`src/rtl/imem_qspi_fetch.sv`:
```
// Instruction fetch over quad-SPI: one 0xEB quad I/O fast-read of a 32-bit word per IMR request.
// SCK runs at clk/2; inst updates atomically when the word is complete.
module imem_qspi_fetch #(
    parameter int unsigned DUMMY_CYC = 4
) (
    input  logic        clk,
    input  logic        rst,
    input  logic        cpu_stat_imr,
    input  logic [31:0] pc,
    output logic        imr_run,
    output logic [31:0] inst,
    output logic        qspi_cs_n,
    output logic        qspi_sck,
    output logic [3:0]  qspi_dout,
    output logic        qspi_oe,
    input  logic [3:0]  qspi_din
);

    if (DUMMY_CYC < 1 || DUMMY_CYC > 15) begin : g_bad_dummy
        $error("DUMMY_CYC must be in 1..15");
    end

    typedef enum logic [2:0] {
        StIdle,
        StCmd,
        StAddr,
        StDummy,
        StData,
        StDone
    } state_e;

    localparam logic [31:0] InstReset = 32'h0000_0013;

    state_e      state_q, state_d;
    logic [4:0]  cnt_q, cnt_d;
    logic        sck_q, sck_d;
    logic [23:0] addr_q, addr_d;
    logic [31:0] shift_q, shift_d;
    logic [31:0] inst_q, inst_d;

    logic [4:0]  last_cnt;
    state_e      next_phase;
    logic [3:0]  addr_nib;

    logic unused_pc;
    assign unused_pc = ^{pc[31:24], pc[1:0]};

    // State register
    always_ff @(posedge clk) begin
        if (rst) begin
            state_q <= StIdle;
            cnt_q   <= 5'd0;
            sck_q   <= 1'b0;
            addr_q  <= 24'd0;
            shift_q <= 32'd0;
            inst_q  <= InstReset;
        end else begin
            state_q <= state_d;
            cnt_q   <= cnt_d;
            sck_q   <= sck_d;
            addr_q  <= addr_d;
            shift_q <= shift_d;
            inst_q  <= inst_d;
        end
    end

    // Per-phase SCK cycle count and successor
    always_comb begin
        last_cnt   = 5'd0;
        next_phase = StIdle;
        unique case (state_q)
            StCmd: begin
                last_cnt   = 5'd1;
                next_phase = StAddr;
            end
            StAddr: begin
                last_cnt   = 5'd5;
                next_phase = StDummy;
            end
            StDummy: begin
                last_cnt   = 5'(DUMMY_CYC - 1);
                next_phase = StData;
            end
            StData: begin
                last_cnt   = 5'd7;
                next_phase = StDone;
            end
            default: begin
                last_cnt   = 5'd0;
                next_phase = StIdle;
            end
        endcase
    end

    // Next-state logic
    always_comb begin
        state_d = state_q;
        cnt_d   = cnt_q;
        sck_d   = 1'b0;
        addr_d  = addr_q;
        shift_d = shift_q;
        inst_d  = inst_q;

        unique case (state_q)
            StIdle: begin
                if (cpu_stat_imr) begin
                    state_d = StCmd;
                    addr_d  = {pc[23:2], 2'b00};
                end
            end
            StCmd, StAddr, StDummy, StData: begin
                if (!cpu_stat_imr) begin
                    state_d = StIdle;
                end else begin
                    sck_d = ~sck_q;
                    if (sck_q) begin
                        cnt_d = cnt_q + 5'd1;
                        if (state_q == StData) begin
                            shift_d = {shift_q[27:0], qspi_din};
                        end
                        if (cnt_q == last_cnt) begin
                            state_d = next_phase;
                        end
                    end
                end
            end
            StDone: begin
                if (!cpu_stat_imr) begin
                    state_d = StIdle;
                end
            end
            default: state_d = StIdle;
        endcase

        if (state_d != state_q) begin
            cnt_d = 5'd0;
        end

        // Nibbles arrive high-first per byte, byte 0 first; the last one lands on this same edge.
        if (state_q == StData && state_d == StDone) begin
            inst_d = {shift_d[7:0], shift_d[15:8], shift_d[23:16], shift_d[31:24]};
        end
    end

    always_comb begin
        unique case (cnt_q[2:0])
            3'd0:    addr_nib = addr_q[23:20];
            3'd1:    addr_nib = addr_q[19:16];
            3'd2:    addr_nib = addr_q[15:12];
            3'd3:    addr_nib = addr_q[11:8];
            3'd4:    addr_nib = addr_q[7:4];
            3'd5:    addr_nib = addr_q[3:0];
            default: addr_nib = 4'h0;
        endcase
    end

    // Output decode
    always_comb begin
        qspi_cs_n = 1'b1;
        qspi_oe   = 1'b0;
        qspi_dout = 4'h0;
        unique case (state_q)
            StCmd: begin
                qspi_cs_n = 1'b0;
                qspi_oe   = 1'b1;
                qspi_dout = cnt_q[0] ? 4'hB : 4'hE;
            end
            StAddr: begin
                qspi_cs_n = 1'b0;
                qspi_oe   = 1'b1;
                qspi_dout = addr_nib;
            end
            StDummy, StData: begin
                qspi_cs_n = 1'b0;
            end
            default: begin
                qspi_cs_n = 1'b1;
            end
        endcase
    end

    assign qspi_sck = sck_q;
    assign inst     = inst_q;
    assign imr_run  = cpu_stat_imr & (state_q != StDone) & ~rst;

endmodule

```
`config.mk`:
```
export PLATFORM = sky130hd
export DESIGN_NAME = imem_qspi_fetch
export DESIGN_NICKNAME = d
export VERILOG_FILES = /design/src/rtl/imem_qspi_fetch.sv
export SDC_FILE = /design/constraint.sdc
export NUM_CORES = 1
export LEC_CHECK = 0
export ABC_CLOCK_PERIOD_IN_PS = 3200
export CAP_MARGIN = 25
export CORE_ASPECT_RATIO = 0.75
export CORE_MARGIN = 2
export CORE_UTILIZATION = 40
export CTS_CLUSTER_DIAMETER = 60
export DETAILED_ROUTE_END_ITERATION = 10
export PLACE_DENSITY = 0.67
export SETUP_SLACK_MARGIN = 0.02
export SLEW_MARGIN = 25
export SYNTH_ARGS = -nofsm -noshare
export SYNTH_HDL_FRONTEND = slang
export SYNTH_SLANG_ARGS = --single-unit
```
`constraint.sdc`:
```
create_clock -name clk -period 3.2 [get_ports clk]
set_clock_uncertainty 0.1 [all_clocks]
set_input_delay 0.64 -clock clk [delete_from_list [all_inputs] [get_ports clk]]
set_output_delay 0.64 -clock clk [all_outputs]
set_load 0.01 [all_outputs]
```
==> qor.txt <==
Core region area: 10200 um^2
Clk root buf: clkbuf_16
Setup_tns: 0 ns
Critical Path RT: 2.46 ns
Worst setup EP type: output port
Crit Path Category: reg -> out
Final #Nets: 569
Slew @ Worst Pin: 0.918 ns
Post-Layout Cell Count: 666
Power Total: 2.35 mW
Worst IR drop on VDD: 0.226 mV
Unrepaired setup endpoints after global routing: false
Post-Syn Nets: 518
EDFF count, synth: 0
Reg2Reg Launch Point: state_q[2]$_SDFF_PP0_
ANT nets after route: 0
First-pass GRT wire length: 16200 um
Drt drc: 0
Worst Setup EP: qspi_dout[2]
Placer Congestion: 0.806
Grt ovf: 0
DRT Pass-1 Iters: 5
Clk slew on worst S/H paths: 0.07 ns
Mapped Area: 4190 um^2
Worst reg2reg path depth: 6
PwrDens: 450 nW/um^2
Internal: 1.80 mW
Worst EP arrival: 2.32 ns
Critical Path Start: cnt_q[0]$_SDFFE_PP0P_
HP Class: reg -> reg
Placed Instances: 650
Final setup violation count: 0
Max frequency: 327 MHz
Vias in the first global route: 3305
Critical Path Start Type: flip-flop
Status: finished, final reports clean
Yosys reg bits: 95
Average wire per standard cell: 14.8 um
Max_slew headroom: 38.8%
Area delta synth->final: 24.7%
Post-synth ARST share: 0%
Layout cells sized above 1: 11.3%
Die extent in x: 122 um
Seq pwr share: 51.5%
Netlist cell types: 48
Cell count after synthesis: 474
N_diodes: 0
Seq/Total Area, Yosys: 45.4%
CP Max Fanout: 8
# rows: 32
Final Hold Vio Count: 0
Clock Path Buffers: 2
Starting density of the core: 40.9%
Final period util: 95.5%
Worst r2r dst: inst[30]$_SDFFE_PP0P_
Vias per inst: 5.28
GR Util All Layers: 17.9%
Syn_area_per_cell: 8.83 um^2
R2r setup slk: 0.74 ns
Initial antenna violation count: 0
Period minus WS final: 3.06 ns
1st-iter DRT viols: 235
Ys flop type: dfxtp_1
Worst-Skew Late Latency: 0.34 ns
Final Slew Violations: 0
Final Util: 51.0%
Sw power: 550 uW
CTS tree: done
Boundary Pins: 79
Clk sinks: 95
H-tree Lvls: 3
Dpl hpwl: 6380 um
Sw frac: 23.4%
Clk pwr share: 42.5%
TritonCTS Buffers: 9
CTS Hold Bufs: 0
Via count: 3515
Chip height: 92.6 um
Area of the die: 11300 um^2
Largest net degree at the start of global routing: 92
Yosys warning total: 0
Port Buffers: 68
Max Cap Viol: 0
Pleak: 1.86 nW
Post-Route WL: 9840 um
Comb power frac: 6.0%
==> cells by family (layout without fill, tap and decap cells) <==
kind of cell               after synthesis  count (layout)  share of synthesized area [%]
and+or+nand+nor                        158             158                           19.7
AOI/OAI and AO/OA                      129             129                           17.8
DFF                                     95              95                           45.4
buffers and inverters                   48             104                           5.47
muxes                                   34              34                           8.99
adders and majority gates                6               6                           1.73
xor gates and xnor gates                 4               4                          0.836
==> metrics by stage <==
stage | worst slack [ns] | area (um^2) | hold WS (ns)
2_1_floorplan | 0.775 | 4190 | 0.336
3_5_place_dp | 0.337 | 4920 | 0.349
4_1_cts | 0.0220 | 5210 | 0.359
5_1_grt | 0.0413 | 5220 | 0.377
6_report | 0.143 | 5220 | 0.355
3_3_place_gp | 0.400 | 4920 | 0.344
==> layout make-up <==
| class | count | area (um^2) |
|---|---|---|
| Fill cell | 1028 | 5030 |
| Multi-Input combinational cell | 331 | 2070 |
| Sequential cell | 95 | 1900 |
| Timing Repair Buffer | 80 | 768 |
| Clock buffer | 11 | 233 |
| Tap cell | 136 | 170 |
| Clock inverter | 5 | 42.5 |
| Inverter | 8 | 30.0 |
==> state kept, by name (all words and copies together), names as in the netlist <==
register	cells
addr_q	22
cnt_q	5
inst	32
qspi_sck	1
shift_q	32
state_q	3
==> cell usage in the layout (no fill, tap or decap), drive strengths merged, types with 4 or more instances in the layout <==
cell type	synthesis	final
dfxtp	95	95
clkdlybuf4s50	0	66
a21oi	60	60
nand2	53	53
o21ai	37	37
nor2b	34	34
nand3	33	33
mux2	29	29
nor2	15	15
buf	18	13
clkbuf	22	11
inv	8	10
a211oi	8	8
mux2i	5	5
ha	5	5
xnor2	4	4
a222oi	4	4
a22oi	4	4
nor4	4	4
nor3	4	4
==> worst max-delay path, stage by stage (launching register included) <==
cell and delay [ns]:
dfxtp_1 0.31, buf_4 0.17, ha_2 0.23, a222oi_1 0.41, nor2_1 0.07, o21ai_0 0.18, a21oi_1 0.10, clkdlybuf4s50_1 0.51
==> synthesized netlist by cell type (2+ instances only) <==
| library cell | count | area [um^2] |
|---|---|---|
| buf_1 | 5 | 18.8 |
| dfxtp_1 | 95 | 1900 |
| a211oi_1 | 8 | 60.1 |
| a22oi_1 | 4 | 30.0 |
| nor2_1 | 15 | 56.3 |
| mux2_2 | 20 | 225 |
| mux2i_1 | 5 | 50.1 |
| nand3_1 | 33 | 165 |
| nor2b_1 | 34 | 213 |
| nor3_1 | 3 | 15.0 |
| buf_6 | 4 | 45.0 |
| nand4bb_1 | 3 | 33.8 |
| a21oi_1 | 60 | 300 |
| and3_1 | 3 | 18.8 |
| clkbuf_1 | 22 | 82.6 |
| xnor2_1 | 4 | 35.0 |
| ha_1 | 5 | 62.6 |
| nor4_1 | 3 | 18.8 |
| a31oi_1 | 3 | 18.8 |
| o21ai_0 | 37 | 185 |
| buf_2 | 6 | 30.0 |
| a32oi_1 | 2 | 17.5 |
| o211ai_1 | 3 | 22.5 |
| buf_4 | 3 | 22.5 |
| inv_1 | 8 | 30.0 |
| mux2_1 | 9 | 101 |
| a222oi_1 | 4 | 40.0 |
| nand2_1 | 53 | 199 |
==> per-layer routing <==
layer,vias up,wire length (um),global-route usage (%)
met4,0,166,5.17
met5,-,0,0
met1,1645,4950,27.2
met2,83,4250,24.9
li1,1774,-,-
met3,13,473,4.06
==> power by group through the flow <==
stage	Combinational, mW	Clock, mW	Sequential [mW]
floorplan	0.0813	0	1.23
global route	0.156	1.07	1.21
finish	0.140	1.00	1.21
CTS	0.140	1.02	1.21
detailed placement	0.140	0	1.24
global placement	0.137	0	1.24
==> repair_timing <==
item | 4_1_cts | 5_1_grt
pin swaps | 1 | 1
setup buffers | 0 | 0
setup endpoints to repair | 2 | 4
gates resized for setup | 2 | 6
==> worst min path at each step <==
stage,startpoint,to,slack (ns),cells past startpoint
after global placement,addr_q[17]$_SDFFE_PP0P_,addr_q[17]$_SDFFE_PP0P_,0.34,2
after floorplan,addr_q[12]$_SDFFE_PP0P_,addr_q[12]$_SDFFE_PP0P_,0.34,2
after detailed placement,addr_q[7]$_SDFFE_PP0P_,addr_q[7]$_SDFFE_PP0P_,0.35,2
final,addr_q[7]$_SDFFE_PP0P_,addr_q[7]$_SDFFE_PP0P_,0.36,2
after CTS,addr_q[19]$_SDFFE_PP0P_,addr_q[19]$_SDFFE_PP0P_,0.36,2
after global routing,addr_q[7]$_SDFFE_PP0P_,addr_q[7]$_SDFFE_PP0P_,0.38,2
Note: power is estimated with default switching activity, not from simulation.
